`config.mk`:
```
export PLATFORM = sky130hd
export DESIGN_NAME = mem_ctrl_param
export DESIGN_NICKNAME = d
export VERILOG_FILES = /design/src/rtl/mem_ctrl_param.sv
export SDC_FILE = /design/constraint.sdc
export NUM_CORES = 2
export LEC_CHECK = 0
export CORE_MARGIN = 10
export CORE_UTILIZATION = 40
export DETAILED_ROUTE_END_ITERATION = 7
export SYNTH_ARGS = -nofsm -noshare
export SYNTH_HDL_FRONTEND = slang
export SYNTH_SLANG_ARGS = --single-unit
```
`constraint.sdc`:
```
create_clock -name clk -period 8.3 [get_ports clk]
set_clock_uncertainty 0.1 [all_clocks]
set_input_delay 1.245 -clock clk [delete_from_list [all_inputs] [get_ports clk]]
set_output_delay 1.245 -clock clk [all_outputs]
set_load 0.05 [all_outputs]
```
`src/rtl/mem_ctrl_param.sv`:
```
// mem_ctrl_param: parametrised single-port RAM behind valid/ready request and
// response channels, with programmable wait states and write-first/read-first
// selection for the write echo.
//
// Optional feature (macro MEM_CTRL_PARITY_EN): each word stores an even-parity
// bit alongside the data; adds input inj_perr and output rsp_perr.
//
// Ports:
//   clk, rst_n              clock, asynchronous active-low reset
//   req_valid/req_ready     request handshake
//   req_we/addr/wdata       request payload (1 = write)
//   rsp_valid/rsp_ready     response handshake
//   rsp_rdata               read data, or write echo (new/old per WRITE_FIRST)
//   busy                    high whenever the controller is not idle
//   inj_perr, rsp_perr      parity injection / parity error (parity build only)
module mem_ctrl_param #(
  parameter int unsigned DATA_W      = 8,
  parameter int unsigned ADDR_W      = 8,
  parameter int unsigned WAIT_STATES = 0,
  parameter bit          WRITE_FIRST = 1'b1
) (
  input  logic              clk,
  input  logic              rst_n,
  input  logic              req_valid,
  output logic              req_ready,
  input  logic              req_we,
  input  logic [ADDR_W-1:0] req_addr,
  input  logic [DATA_W-1:0] req_wdata,
  output logic              rsp_valid,
  input  logic              rsp_ready,
  output logic [DATA_W-1:0] rsp_rdata,
`ifdef MEM_CTRL_PARITY_EN
  input  logic              inj_perr,
  output logic              rsp_perr,
`endif
  output logic              busy
);

  localparam int unsigned DEPTH = 2 ** ADDR_W;
  localparam int unsigned CNT_W = 4;
`ifdef MEM_CTRL_PARITY_EN
  localparam int unsigned MEM_W = DATA_W + 1;
`else
  localparam int unsigned MEM_W = DATA_W;
`endif

  typedef enum logic [1:0] {
    S_IDLE   = 2'd0,
    S_WAIT   = 2'd1,
    S_ACCESS = 2'd2,
    S_RESP   = 2'd3
  } state_t;

  state_t              state_q, state_d;
  logic [CNT_W-1:0]    cnt_q, cnt_d;
  logic                we_q, we_d;
  logic [ADDR_W-1:0]   addr_q, addr_d;
  logic [DATA_W-1:0]   wdata_q, wdata_d;
  logic [DATA_W-1:0]   rdata_q, rdata_d;
  logic                rsp_valid_q, rsp_valid_d;
  logic                req_ready_q, req_ready_d;
  logic                busy_q, busy_d;
`ifdef MEM_CTRL_PARITY_EN
  logic                inj_q, inj_d;
  logic                perr_q, perr_d;
`endif

  // Storage array; deliberately not reset so contents survive rst_n.
  logic [MEM_W-1:0]    mem_q [DEPTH];
  logic [MEM_W-1:0]    rd_word;
  logic [MEM_W-1:0]    wr_word;
  logic                mem_we;

  assign rd_word = mem_q[addr_q];
  assign mem_we  = (state_q == S_ACCESS) && we_q;

`ifdef MEM_CTRL_PARITY_EN
  // Even parity bit over the data, optionally inverted to model a corrupt word.
  assign wr_word = {(^wdata_q) ^ inj_q, wdata_q};
`else
  assign wr_word = wdata_q;
`endif

  // Array write on the closing edge of ACCESS.
  always_ff @(posedge clk) begin
    if (mem_we) begin
      mem_q[addr_q] <= wr_word;
    end
  end

  // Next-state and registered-output logic.
  always_comb begin
    state_d     = state_q;
    cnt_d       = cnt_q;
    we_d        = we_q;
    addr_d      = addr_q;
    wdata_d     = wdata_q;
    rdata_d     = rdata_q;
    rsp_valid_d = rsp_valid_q;
`ifdef MEM_CTRL_PARITY_EN
    inj_d       = inj_q;
    perr_d      = perr_q;
`endif

    case (state_q)
      S_IDLE: begin
        if (req_valid && req_ready_q) begin
          we_d    = req_we;
          addr_d  = req_addr;
          wdata_d = req_wdata;
`ifdef MEM_CTRL_PARITY_EN
          inj_d   = inj_perr;
`endif
          if (WAIT_STATES > 0) begin
            state_d = S_WAIT;
            cnt_d   = CNT_W'(WAIT_STATES - 1);
          end else begin
            state_d = S_ACCESS;
          end
        end
      end
      S_WAIT: begin
        if (cnt_q == '0) begin
          state_d = S_ACCESS;
        end else begin
          cnt_d = cnt_q - CNT_W'(1);
        end
      end
      S_ACCESS: begin
        // Read-first echo takes the pre-write word from the same cycle.
        if (we_q && WRITE_FIRST) begin
          rdata_d = wdata_q;
        end else begin
          rdata_d = rd_word[DATA_W-1:0];
        end
`ifdef MEM_CTRL_PARITY_EN
        perr_d = !we_q && (rd_word[DATA_W] != (^rd_word[DATA_W-1:0]));
`endif
        rsp_valid_d = 1'b1;
        state_d     = S_RESP;
      end
      S_RESP: begin
        if (rsp_ready) begin
          rsp_valid_d = 1'b0;
          state_d     = S_IDLE;
        end
      end
      default: begin
        state_d = S_IDLE;
      end
    endcase

    req_ready_d = (state_d == S_IDLE);
    busy_d      = (state_d != S_IDLE);
  end

  // State and output registers.
  always_ff @(posedge clk or negedge rst_n) begin
    if (!rst_n) begin
      state_q     <= S_IDLE;
      cnt_q       <= '0;
      we_q        <= 1'b0;
      addr_q      <= '0;
      wdata_q     <= '0;
      rdata_q     <= '0;
      rsp_valid_q <= 1'b0;
      req_ready_q <= 1'b1;
      busy_q      <= 1'b0;
`ifdef MEM_CTRL_PARITY_EN
      inj_q       <= 1'b0;
      perr_q      <= 1'b0;
`endif
    end else begin
      state_q     <= state_d;
      cnt_q       <= cnt_d;
      we_q        <= we_d;
      addr_q      <= addr_d;
      wdata_q     <= wdata_d;
      rdata_q     <= rdata_d;
      rsp_valid_q <= rsp_valid_d;
      req_ready_q <= req_ready_d;
      busy_q      <= busy_d;
`ifdef MEM_CTRL_PARITY_EN
      inj_q       <= inj_d;
      perr_q      <= perr_d;
`endif
    end
  end

  assign req_ready = req_ready_q;
  assign rsp_valid = rsp_valid_q;
  assign rsp_rdata = rdata_q;
  assign busy      = busy_q;
`ifdef MEM_CTRL_PARITY_EN
  assign rsp_perr  = perr_q;
`endif

endmodule
```
==> out/qor.csv <==
metric,value,unit
status,"finished, final reports clean",
fp.dieArea,221400,µm²
drt_iter0_drc,4751,
synth_area,81200,µm²
vias,39930,
seq_power_share,42.3,%
synth_async_sr_flop_share,1.633,%
leakagePower,27.68,nW
cts_tree,done,
grt_pass1_vias,39970,
synth-seq-area-share,76.79,%
grt_pass1_wl,302200,µm
synth_area_leaders,"edfxtp_1, mux4_2, mux2i_1",
tns,0,ns
synth_top_cell_by_area,edfxtp_1,
nNetsFinal,3989,
core,202100,µm²
yosys_most_used_dff,edfxtp_1,
tightestPinTransition,1.378,ns
hpwl,126800,µm
finalMaxSlewViolations,0,
p_total,32.93,mW
drive_gt1_share,22.86,%
drc,0,
synth.distinct_cells,63,
grt_usage,18.65,%
cp.arrival,5.47,ns
die_h,470.5,µm
peakVddDrop,0.3429,mV
ys_top_cells_by_count,"edfxtp_1, mux4_2, nor2_1, mux2i_1, nand2_1",
pwr-share-comb,29.7,%
postRouteAntennaNets,0,
firstDrtPassIters,8,
cp-end-kind,flip-flop,
max_slew_margin,8.108,%
swShare,33.46,%
drt-total-wl,210500,µm
clk_pin_slew,0.06,ns
hold_viol,0,
critPathMaxFanout,59,
fin_crit_sh,58.83,%
required,8.89,ns
p_int,21.91,mW
nFillCells,16740,
setup_viol,0,
synth_most_common_cell,edfxtp_1,
startpoint_type,flip-flop,
cts_resized,0,
viasPerCell,5.858,
period_minus_slack,4.883,ns
cts_num_sinks,2082,
port_buffers,31,
overflow,0,
clock_latency,0.85,ns
gp_congestion,0.8610,
die_w,470.5,µm
synth_edf_count,2048,
area_growth,12.34,%
cts_max_level,4,
yosys_warnings,0,
hold_path.class,flip-flop to flip-flop,
start_util,40.17,%
cts_setup_buffers,0,
multi_input_area,17520,µm²
wl_per_cell,30.89,µm
placementRows,165,
synth_seq_cells,2082,
max_freq,204.8,MHz
p_switching,11.02,mW
ctsHoldBuffers,0,
syn_inst,3864,
yosys.area.top_type_share,75.74,%
grt_start_max_net_pins,213,
path_class,flip-flop to flip-flop,
cts_buffer_depth,3,
pin_count,32,
maxCapViolations,0,
syn_area_per_cell,21.01,µm²
powerDensity,361.0,nW/µm²
cts_buffers,207,
rsz0062_at_grt,false,
root_buffer,clkbuf_16,
antenna_found_initial,5,
clkPwrFrac,28.1,%
syn-num-nets,3886,
layout.area.seq,62400,µm²
-- layout by cell type, fill, tap and decap left out, types with 19 or more instances in the layout --
cell type and n:
nand2_1 112, buf_4 90, clkdlybuf4s50_1 30, nand3_1 51, clkbuf_16 210, mux2i_1 143
clkinv_2 32, a21oi_1 71, clkbuf_1 56, clkinv_1 36, dfrtp_1 20, mux4_2 504
nor2_1 274, a221oi_1 33, o21ai_0 54, inv_1 19, edfxtp_1 2048, a22oi_1 32
nor3_1 23
-- layout make-up --
cell class / count / area share [%]
flip-flops and latches: 2082 / 68.41
inverters: 23 / 0.1001
diodes: 2 / 0.005487
clock inverters: 102 / 1.144
clock buffers: 282 / 6.233
well taps: 2672 / 3.665
repair buffers: 129 / 1.240
multi-input cells: 1524 / 19.20
-- power by group through the flow --
stage	clock [mW]	sequential (mW)	combinational [mW]
after CTS	9.36	13.9	9.80
after detailed placement	0	14.1	9.78
after global placement	0	14.1	9.70
after floorplan	0	14.7	5.60
after global routing	9.80	14.0	10.2
final	9.24	13.9	9.77
-- registers in the layout (all words and copies together), names as in the netlist --
signal,flops
rsp_rdata,8
wdata_q,8
req_ready,1
cnt_q,4
addr_q,8
state_q,2
mem_q,2048
rsp_valid,1
we_q,1
busy,1
-- worst max-delay path, cell delays in order (launching register included) --
cell	delay, ns
dfrtp_4	0.87
buf_4	0.78
buf_4	0.75
mux4_2	0.41
mux4_2	0.47
nor2b_1	0.18
or4_1	0.59
nor4_1	0.34
o21ai_1	0.09
-- cells by family after synthesis --
logic type | count (synthesis) | share of synthesized area, %
flops | 2082 | 76.79
mux | 671 | 16.08
simple gates | 549 | 2.928
compound gates | 301 | 2.438
buf+inv | 258 | 1.731
xor+xnor | 2 | 0.02158
fa+ha+maj | 1 | 0.01541
-- per-stage QoR --
step	hold WS, ns	area, µm²	std cells	utilization (%)	worst slack [ns]
2_1_floorplan	0.3679	81200	3864	-	3.656
3_3_place_gp	0.3629	84470	6429	41.79	3.453
3_5_place_dp	0.3791	84480	6430	41.80	3.412
4_1_cts	0.3931	91210	6814	45.13	3.406
5_1_grt	0.4140	91210	6815	45.13	3.292
6_report	0.4124	91210	6816	45.13	3.417
-- layer usage --
metal	vias to the layer above	global-route usage (%)	wire (µm)
met5	-	0	11
met1	21460	26.50	86780
met4	2	6.631	7743
met3	365	3.366	16770
li1	16300	-	-
met2	1803	28.96	99230
-- path summary, 6_finish.rpt --
check	depth (start not counted)	from	end	slack [ns]
hold / removal	1	cnt_q[3]	cnt_q[3]	0.41
hold reg to reg	1	cnt_q[3]	cnt_q[3]	0.41
min in group asynchronous	1	rst_n	busy	0.46
setup / recovery	8	addr_q[1]	rsp_rdata[4]	3.42
max in group asynchronous	1	rst_n	addr_q[3]	6.89
setup reg to reg	8	addr_q[1]	rsp_rdata[4]	3.42
Power figures use the tool's default switching activity.
